--- src/rtl/flow_stat_arb.sv ---
// flow_stat_arb: clears the per-flow statistics RAM after reset, then arbitrates
// host reads and saturating packet-byte updates into a two-stage RMW pipeline.
module flow_stat_arb #(
    parameter int A_WIDTH = 10,
    parameter int D_WIDTH = 32
) (
    input  logic               clk_i,
    input  logic               rst_i,
    input  logic               upd_val_i,
    input  logic [A_WIDTH-1:0] upd_flow_i,
    input  logic [15:0]        upd_size_i,
    output logic               upd_rdy_o,
    input  logic               rd_stb_i,
    input  logic [A_WIDTH-1:0] rd_flow_num_i,
    output logic               rd_rdy_o,
    output logic [D_WIDTH-1:0] rd_data_o,
    output logic               rd_data_val_o,
    output logic               init_done_o,
    output logic               ram_rd_en_o,
    output logic [A_WIDTH-1:0] ram_rd_addr_o,
    input  logic [D_WIDTH-1:0] ram_rd_data_i,
    output logic               ram_wr_en_o,
    output logic [A_WIDTH-1:0] ram_wr_addr_o,
    output logic [D_WIDTH-1:0] ram_wr_data_o
);

    typedef enum logic [1:0] {
        IDLE = 2'd0,
        INIT = 2'd1,
        RUN  = 2'd2
    } state_t;

    localparam logic [A_WIDTH-1:0] ADDR_ONE  = {{(A_WIDTH-1){1'b0}}, 1'b1};
    localparam logic [A_WIDTH-1:0] ADDR_LAST = {A_WIDTH{1'b1}};

    function automatic logic [D_WIDTH-1:0] sat_add(input logic [D_WIDTH-1:0] base,
                                                   input logic [15:0]        inc);
        logic [D_WIDTH:0] sum;
        sum = {1'b0, base} + {{(D_WIDTH-15){1'b0}}, inc};
        if (sum[D_WIDTH]) begin
            sat_add = {D_WIDTH{1'b1}};
        end else begin
            sat_add = sum[D_WIDTH-1:0];
        end
    endfunction

    state_t             state_r;
    state_t             state_nxt_s;
    logic               rr_ptr_r;      // 0: read wins the next contention
    logic [A_WIDTH-1:0] init_cnt_r;
    logic               s1_val_r;
    logic               s1_upd_r;
    logic [A_WIDTH-1:0] s1_flow_r;
    logic [15:0]        s1_size_r;
    logic               fwd_val_r;
    logic [A_WIDTH-1:0] fwd_flow_r;
    logic [D_WIDTH-1:0] fwd_data_r;
    logic [D_WIDTH-1:0] rd_data_r;
    logic               rd_data_val_r;
    logic [D_WIDTH-1:0] old_s;
    logic [D_WIDTH-1:0] new_s;

    // State register
    always_ff @(posedge clk_i) begin
        if (rst_i) begin
            state_r <= IDLE;
        end else begin
            state_r <= state_nxt_s;
        end
    end

    // Next-state logic
    always_comb begin
        state_nxt_s = state_r;
        case (state_r)
            IDLE:    state_nxt_s = INIT;
            INIT: begin
                if (init_cnt_r == ADDR_LAST) begin
                    state_nxt_s = RUN;
                end else begin
                    state_nxt_s = INIT;
                end
            end
            RUN:     state_nxt_s = RUN;
            default: state_nxt_s = IDLE;
        endcase
    end

    // Grants, RAM port drive and status; an asserted reset suppresses every RAM access
    always_comb begin
        upd_rdy_o     = 1'b0;
        rd_rdy_o      = 1'b0;
        ram_rd_en_o   = 1'b0;
        ram_rd_addr_o = {A_WIDTH{1'b0}};
        ram_wr_en_o   = 1'b0;
        ram_wr_addr_o = {A_WIDTH{1'b0}};
        ram_wr_data_o = {D_WIDTH{1'b0}};
        init_done_o   = (state_r == RUN);
        if (state_r == RUN && !rst_i) begin
            if (upd_val_i && rd_stb_i) begin
                rd_rdy_o  = ~rr_ptr_r;
                upd_rdy_o = rr_ptr_r;
            end else begin
                rd_rdy_o  = rd_stb_i;
                upd_rdy_o = upd_val_i;
            end
        end else begin
            rd_rdy_o  = 1'b0;
            upd_rdy_o = 1'b0;
        end
        if (rd_rdy_o) begin
            ram_rd_en_o   = 1'b1;
            ram_rd_addr_o = rd_flow_num_i;
        end else if (upd_rdy_o) begin
            ram_rd_en_o   = 1'b1;
            ram_rd_addr_o = upd_flow_i;
        end else begin
            ram_rd_en_o   = 1'b0;
            ram_rd_addr_o = {A_WIDTH{1'b0}};
        end
        if (rst_i) begin
            ram_wr_en_o = 1'b0;
        end else if (state_r == INIT) begin
            ram_wr_en_o   = 1'b1;
            ram_wr_addr_o = init_cnt_r;
            ram_wr_data_o = {D_WIDTH{1'b0}};
        end else if (s1_val_r && s1_upd_r) begin
            ram_wr_en_o   = 1'b1;
            ram_wr_addr_o = s1_flow_r;
            ram_wr_data_o = new_s;
        end else begin
            ram_wr_en_o = 1'b0;
        end
    end

    // Resolve stage: the previous write is still in flight in the RAM, so take it from F
    always_comb begin
        if (fwd_val_r && (fwd_flow_r == s1_flow_r)) begin
            old_s = fwd_data_r;
        end else begin
            old_s = ram_rd_data_i;
        end
        new_s = sat_add(old_s, s1_size_r);
    end

    // Pipeline, forward register, pointer and init counter
    always_ff @(posedge clk_i) begin
        if (rst_i) begin
            rr_ptr_r      <= 1'b0;
            init_cnt_r    <= {A_WIDTH{1'b0}};
            s1_val_r      <= 1'b0;
            s1_upd_r      <= 1'b0;
            s1_flow_r     <= {A_WIDTH{1'b0}};
            s1_size_r     <= 16'd0;
            fwd_val_r     <= 1'b0;
            fwd_flow_r    <= {A_WIDTH{1'b0}};
            fwd_data_r    <= {D_WIDTH{1'b0}};
            rd_data_r     <= {D_WIDTH{1'b0}};
            rd_data_val_r <= 1'b0;
        end else begin
            if (rd_rdy_o && upd_val_i) begin
                rr_ptr_r <= 1'b1;
            end else if (upd_rdy_o && rd_stb_i) begin
                rr_ptr_r <= 1'b0;
            end else begin
                rr_ptr_r <= rr_ptr_r;
            end
            if (state_r == INIT) begin
                init_cnt_r <= init_cnt_r + ADDR_ONE;
            end else begin
                init_cnt_r <= init_cnt_r;
            end
            s1_val_r  <= rd_rdy_o | upd_rdy_o;
            s1_upd_r  <= upd_rdy_o;
            s1_flow_r <= ram_rd_addr_o;
            s1_size_r <= upd_size_i;
            if (s1_val_r && s1_upd_r) begin
                fwd_val_r  <= 1'b1;
                fwd_flow_r <= s1_flow_r;
                fwd_data_r <= new_s;
            end else begin
                fwd_val_r  <= 1'b0;
            end
            if (s1_val_r && !s1_upd_r) begin
                rd_data_r     <= old_s;
                rd_data_val_r <= 1'b1;
            end else begin
                rd_data_val_r <= 1'b0;
            end
        end
    end

    assign rd_data_o     = rd_data_r;
    assign rd_data_val_o = rd_data_val_r;

endmodule

--- config.mk ---
export PLATFORM = sky130hd
export DESIGN_NAME = flow_stat_arb
export DESIGN_NICKNAME = d
export VERILOG_FILES = /design/src/rtl/flow_stat_arb.sv
export SDC_FILE = /design/constraint.sdc
export NUM_CORES = 1
export LEC_CHECK = 0
export ABC_AREA = 1
export BUFFER_PORTS_ARGS = -buffer_cell sky130_fd_sc_hd__buf_2
export CAP_MARGIN = 20
export CORE_ASPECT_RATIO = 0.9
export CORE_MARGIN = 8
export CORE_UTILIZATION = 54
export CTS_CLUSTER_SIZE = 14
export DETAILED_ROUTE_END_ITERATION = 10
export PLACE_DENSITY = 0.8
export SLEW_MARGIN = 25
export SYNTH_ARGS = -nofsm -noshare
export SYNTH_HDL_FRONTEND = slang
export SYNTH_SLANG_ARGS = --single-unit
--- constraint.sdc ---
create_clock -name clk_i -period 6.2 [get_ports clk_i]
set_clock_uncertainty 0.05 [all_clocks]
set_input_delay 1.24 -clock clk_i [delete_from_list [all_inputs] [get_ports clk_i]]
set_output_delay 1.24 -clock clk_i [all_outputs]
set_load 0.01 [all_outputs]
==> reports/summary.txt, run 1 <==
Synth Warn #: 0
DP HPWL: 14300 µm
Hold WS: 0.412 ns
Pre-CTS setup slack: 0.744 ns
Flops & latches, synth: 117
Vias in the first global route: 6596
Pins Over Slew Limit: 0
Htree depth: 4
Max-Cap Viols: 0
Post-route insts no fill: 1338
DRT iter0 DRCs: 525
Maximum fanout along the worst path: 30
Setup Crit Path Kind: reg -> out
Overall Global Routing Usage: 23.5%
Most common flop cell mapped by yosys: dfxtp_1
Worst Hold End: fwd_data_r[31]
Die W: 134 µm
Share of cells above drive strength 1: 23.6%
R2R Path End: fwd_data_r[23]
DRC: 0
Clk buf depth: 2
Most frequent cells in the layout: nand2_1, buf_2, inv_1
Library cells used by synthesis: 45
Most common cell after layout, fill and taps aside: nand2_1
Gate Count Post-Synth: 1013
Starting Density: 54.5%
Post-Syn Area: 0.00681 mm²
Final core utilization: 66.8%
Min Tclk post-route: 5.81 ns
Nets: 1251
Number of synthesized flops with an enable pin: 0
Worst R2R Start: s1_flow_r[8]
Largest net degree at the start of global routing: 83
Worst Setup Start Kind: flop
R2R cell count: 22
CP arrival: 4.52 ns
Post-synthesis sequential area ratio: 34.4%
CTS Sinks: 117
Syn_nets: 1103
Inst Count DP: 1304
Syn-to-layout area delta: 22.6%
CTS buffer count: 17
Clock-pin transition on the worst setup and hold timing paths: 0.05 ns
Final Setup Violations: 0
Worst-skew pair later-pin latency: 0.42 ns
Worst-Margin Slew: 0.993 ns
Unrepaired setup endpoints after global routing: no
Cell Pwr Density: 239 mW/mm²
Clock Power Share: 52.6%
Via density: 5.14
Antenna violations before repair: 0
Hold path depth: 2
Int Power: 1540 µW
Hold Vio Cnt, Final: 0
Max-slew headroom: 33.8%
Sw frac: 22.6%
Die ar.: 0.0165 mm²
# port buffers: 161
Hold wc startpoint: fwd_data_r[31]
# IOs: 162
First-pass GRT wire length: 31400 µm
Area leader, netlist: dfxtp_1
Die Ht: 123 µm
P_leak: 0.00422 µW
Root Driver: clkbuf_16
Ys async rst share: 0%
Drt pass-1 iters: 6
Share of the synthesized area in the top cell type: 34.4%
CTS tree: yes
Antenna viol nets, final: 0
Highest Clock Rate: 172 MHz
Core ar.: 0.0125 mm²
Flop2flop setup slack: 2.12 ns
Net switching power: 451 µW
Mean Syn Cell Area: 6.72 µm²
Status: finished clean
GPL Wtd Cong: 0.961
Area contributors post-synth: dfxtp_1, nand2_1, inv_1
Setup WS post-layout: 0.389 ns
Critical Path RT: 4.91 ns
Via Count: 6884
Seq pwr share: 38.3%
Maximum VDD drop: 315 µV
Overflow left after global routing: 0
Hold WC Path Type: reg -> reg
Setup tns final: 0 ns
WL per Instance: 14.6 µm
N_diodes: 0
Worst setup EP type: output port
Site Rows: 39
Crit share post-route: 93.7%
Logic pwr share: 9.1%
Routed WL: 19500 µm
==> layer usage <==
metal	share of wire (%)	vias up	GRT usage (%)
li1	-	3510	-
met1	45	3128	29.3
met2	46	219	38.6
met3	7.1	27	6.71
met4	1.6	0	7.64
met5	0	-	0
==> synth_stat cells (2+ instances only) <==
cell type,instances
a21oi_1,64
a21oi_2,19
a22o_1,20
and3_1,2
buf_1,5
buf_4,2
buf_6,3
clkbuf_1,32
dfxtp_1,117
ha_1,17
inv_1,159
inv_2,2
nand2_1,218
nand2_2,10
nand2_4,5
nand3_1,40
nand3_4,2
nand3b_1,8
nand4_1,7
nor2_1,141
nor2_2,4
nor2_4,7
nor3_1,7
nor3b_1,2
o21ai_0,50
o21ai_1,3
o21ai_2,21
o21bai_1,2
o22ai_1,10
or2_2,2
xnor2_1,4
xor2_1,15
==> critical path, stage by stage (launching register included) <==
cell,delay [ns]
dfxtp_1,0.34
inv_1,0.05
nand2_1,0.06
nand2_1,0.07
nor3b_2,0.16
buf_4,0.18
nand2_2,0.08
buf_4,0.35
nor2_1,0.10
nor2_1,0.18
ha_1,0.31
a21oi_1,0.15
nand2_1,0.10
nand2_1,0.07
nand2_1,0.09
a21boi_0,0.47
o21ai_0,0.29
nand3_1,0.14
nand2_1,0.16
nand3_1,0.12
nand2_1,0.06
nand3_1,0.09
nand2_1,0.09
nor2_1,0.20
buf_2,0.17
==> cell families (layout without fill, tap and decap cells) <==
| kind of cell | count (synthesis) | after routing | share of synthesized area (%) |
|---|---|---|---|
| flip-flops | 117 | 117 | 34.4 |
| adder cells (fa/ha/maj) | 18 | 18 | 3.42 |
| buffers and inverters | 206 | 367 | 12.0 |
| AO/OA/AOI/OAI | 196 | 196 | 18.2 |
| XOR/XNOR | 19 | 19 | 2.44 |
| AND/OR/NAND/NOR | 457 | 457 | 29.5 |
==> worst max-delay path by stage <==
| stage | startpoint | end |
|---|---|---|
| 4_1_cts | s1_flow_r[9] | ram_wr_data_o[17] |
| 3_3_place_gp | s1_flow_r[1] | ram_wr_data_o[16] |
| 2_1_floorplan | fwd_flow_r[4] | ram_wr_data_o[10] |
| 3_5_place_dp | s1_flow_r[1] | ram_wr_data_o[16] |
| 6_report | s1_flow_r[8] | ram_wr_data_o[31] |
| 5_1_grt | s1_flow_r[5] | ram_wr_data_o[31] |
==> flip-flops by register name, summed over array words and instances, names as in the netlist <==
signal and cells:
s1_size_r 16, s1_val_r 1, fwd_val_r 1, init_cnt_r 10, s1_flow_r 10, fwd_data_r 32, rr_ptr_r 1, state_r 2
fwd_flow_r 10, rd_data_val_o 1, rd_data_o 32, s1_upd_r 1
==> stage by stage <==
step / total power, µW / instance area, µm²
3_5_place_dp: 956 / 7690
2_1_floorplan: 898 / 6810
5_1_grt: 2070 / 8350
3_3_place_gp: 955 / 7690
4_1_cts: 2000 / 8320
6_report: 1990 / 8350
==> power groups by stage <==
stage | combinational [µW] | sequential (µW) | clock (µW)
3_3_place_gp | 177 | 779 | 0
2_1_floorplan | 120 | 778 | 0
5_1_grt | 202 | 763 | 1100
4_1_cts | 179 | 763 | 1060
3_5_place_dp | 177 | 779 | 0
6_report | 181 | 763 | 1050
==> cell type report <==
type | instances | area [µm²]
Clock buffer | 22 | 454
Clock inverter | 10 | 178
Fill cell | 1125 | 4140
Inverter | 163 | 624
Multi-Input combinational cell | 690 | 3650
Sequential cell | 117 | 2340
Tap cell | 164 | 205
Timing Repair Buffer | 172 | 891
==> repair_timing <==
action	in CTS	in global routing
buffers inserted	0	2
hold buffers	0	0
gates resized for setup	0	3
setup endpoints to repair	0	28
endpoints found under the hold margin	0	0
(Power assumes the default switching activity.)
==> run 2: changes to the inputs <==
--- a/config.mk
+++ b/config.mk
@@ -8,7 +8,7 @@
 export ABC_AREA = 1
 export BUFFER_PORTS_ARGS = -buffer_cell sky130_fd_sc_hd__buf_2
 export CAP_MARGIN = 20
-export CORE_ASPECT_RATIO = 0.9
+export CORE_ASPECT_RATIO = 0.75
 export CORE_MARGIN = 8
 export CORE_UTILIZATION = 54
 export CTS_CLUSTER_SIZE = 14
@@ -18,3 +18,4 @@
 export SYNTH_ARGS = -nofsm -noshare
 export SYNTH_HDL_FRONTEND = slang
 export SYNTH_SLANG_ARGS = --single-unit
+export TNS_END_PERCENT = 5
==> run 2 against run 1 <==
Against the previous run: maximum frequency is 1.3% lower; wire length is 2.5% higher; register-to-register slack worse by 0.12 ns; setup slack worse by 0.075 ns; via count is 0.90% higher; critical path type unchanged.
==> reports/summary.txt, run 2 (synthesized netlist as in run 1, its figures left out) <==
Status: finished clean
Routed WL: 20000 µm
Core ar.: 0.0123 mm²
CTS buffer count: 17
CTS tree: yes
Hold Vio Cnt, Final: 0
# IOs: 162
Worst Setup Start Kind: flop
Via density: 5.19
Setup WS post-layout: 0.315 ns
Worst Hold End: fwd_data_r[21]
R2R cell count: 21
Clk buf depth: 2
Via Count: 6946
N_diodes: 0
Setup Crit Path Kind: reg -> out
Crit share post-route: 94.9%
Crit path top cell by count: nor2_1
Placed instance area: 0.00769 mm²
Uppermost layer routed: met5
Die ar.: 0.0165 mm²
# port buffers: 161
GPL Wtd Cong: 0.914
Post-cts sizing count: 0
Met3 wire length: 1720 µm
Pre-CTS setup slack: 0.713 ns
Unrepaired setup endpoints after global routing: no
Max-Cap Viols: 0
Critical Path RT: 4.91 ns
Hold WC Path Type: reg -> reg
Root Driver: clkbuf_16
Max-slew headroom: 33.9%
Clock-pin transition on the worst setup and hold timing paths: 0.05 ns
Drt pass-1 iters: 5
Site Rows: 35
Antenna violations before repair: 1
Antenna viol nets, final: 0
Overall Global Routing Usage: 23.7%
Pins Over Slew Limit: 0
Most common cell after layout, fill and taps aside: nand2_1
CTS hold repair buffers: 0
Nets: 1249
Final Setup Violations: 0
Hold wc startpoint: fwd_data_r[21]
WL per Instance: 14.9 µm
Share of cells above drive strength 1: 23.7%
Htree depth: 4
Worst R2R Start: fwd_flow_r[6]
DP HPWL: 14600 µm
Die W: 146 µm
Worst setup EP type: output port
Design area: 0.00831 mm²
Min Tclk post-route: 5.89 ns
R2R Path End: fwd_data_r[18]
Cell Pwr Density: 235 mW/mm²
Met2 Wirelength: 8780 µm
Die Ht: 113 µm
Syn-to-layout area delta: 22.0%
CP peak stage delay: 0.39 ns
Maximum VDD drop: 195 µV
Worst-skew pair later-pin latency: 0.42 ns
DRC: 0
First-pass GRT wire length: 32100 µm
Flop2flop setup slack: 2.00 ns
Hold path depth: 2
Vias in the first global route: 6484
Highest Clock Rate: 170 MHz
Largest net degree at the start of global routing: 83
DRT met1 WL: 9220 µm
Setup tns final: 0 ns
Most frequent cells in the layout: nand2_1, buf_2, inv_1
CP arrival: 4.60 ns
Hold WS: 0.409 ns
Post-CTS Repair Setup Buffers: 0
DRT iter0 DRCs: 511
Overflow left after global routing: 0
Starting Density: 55.3%
Maximum fanout along the worst path: 20
Critical-path top delay cell: fa_1
Worst-Margin Slew: 0.991 ns
CTS Sinks: 117
P_leak: 0.00419 µW
run 2: layer usage:
metal / up-vias / GRT usage [%]
met3: 27 / 6.94
met2: 274 / 37.2
met4: 2 / 7.12
met1: 3159 / 30.8
li1: 3484 / -
met5: - / 0
run 2: stage by stage:
stage          cells  utilization, %  power (µW)
3_5_place_dp    1306            62.5         955
3_3_place_gp    1306            62.5         955
5_1_grt         1338            67.5        2010
6_report        1338            67.5        1950
4_1_cts         1338            67.4        1950
2_1_floorplan   1013               -         898
run 2: power breakdown:
| part | switching (µW) | internal [µW] |
|---|---|---|
| Clock | 362 | 642 |
| Combinational | 119 | 62.9 |
| Sequential | 3.16 | 759 |
run 2: final cells by class:
type	instances	area, µm²
clock buffer	20	447
clock inverter	12	154
fill	1101	4000
inverter	163	621
multi-input combinational	690	3660
sequential	117	2340
tap	166	208
timing repair buffer	170	876
run 2: critical path: cells and delay by family (launching register included):
family | cells | cell delay, ns
AOI/OAI and AO/OA | 3 | 0.45
adders and majority gates | 2 | 0.58
buffers and inverters | 5 | 0.92
DFF | 1 | 0.35
and+or+nand+nor | 16 | 1.87
run 2: worst max-delay path by stage:
stage / from / to / slack (ns) / cells past startpoint
after floorplan: fwd_flow_r[4] / ram_wr_data_o[10] / 1.17 / 27
after global placement: s1_flow_r[9] / ram_wr_data_o[4] / 0.92 / 27
after CTS: s1_flow_r[9] / ram_wr_data_o[20] / 0.26 / 27
after global routing: fwd_flow_r[6] / ram_wr_data_o[2] / 0.04 / 26
final: fwd_flow_r[6] / ram_wr_data_o[13] / 0.31 / 26
after detailed placement: s1_flow_r[9] / ram_wr_data_o[20] / 0.71 / 27
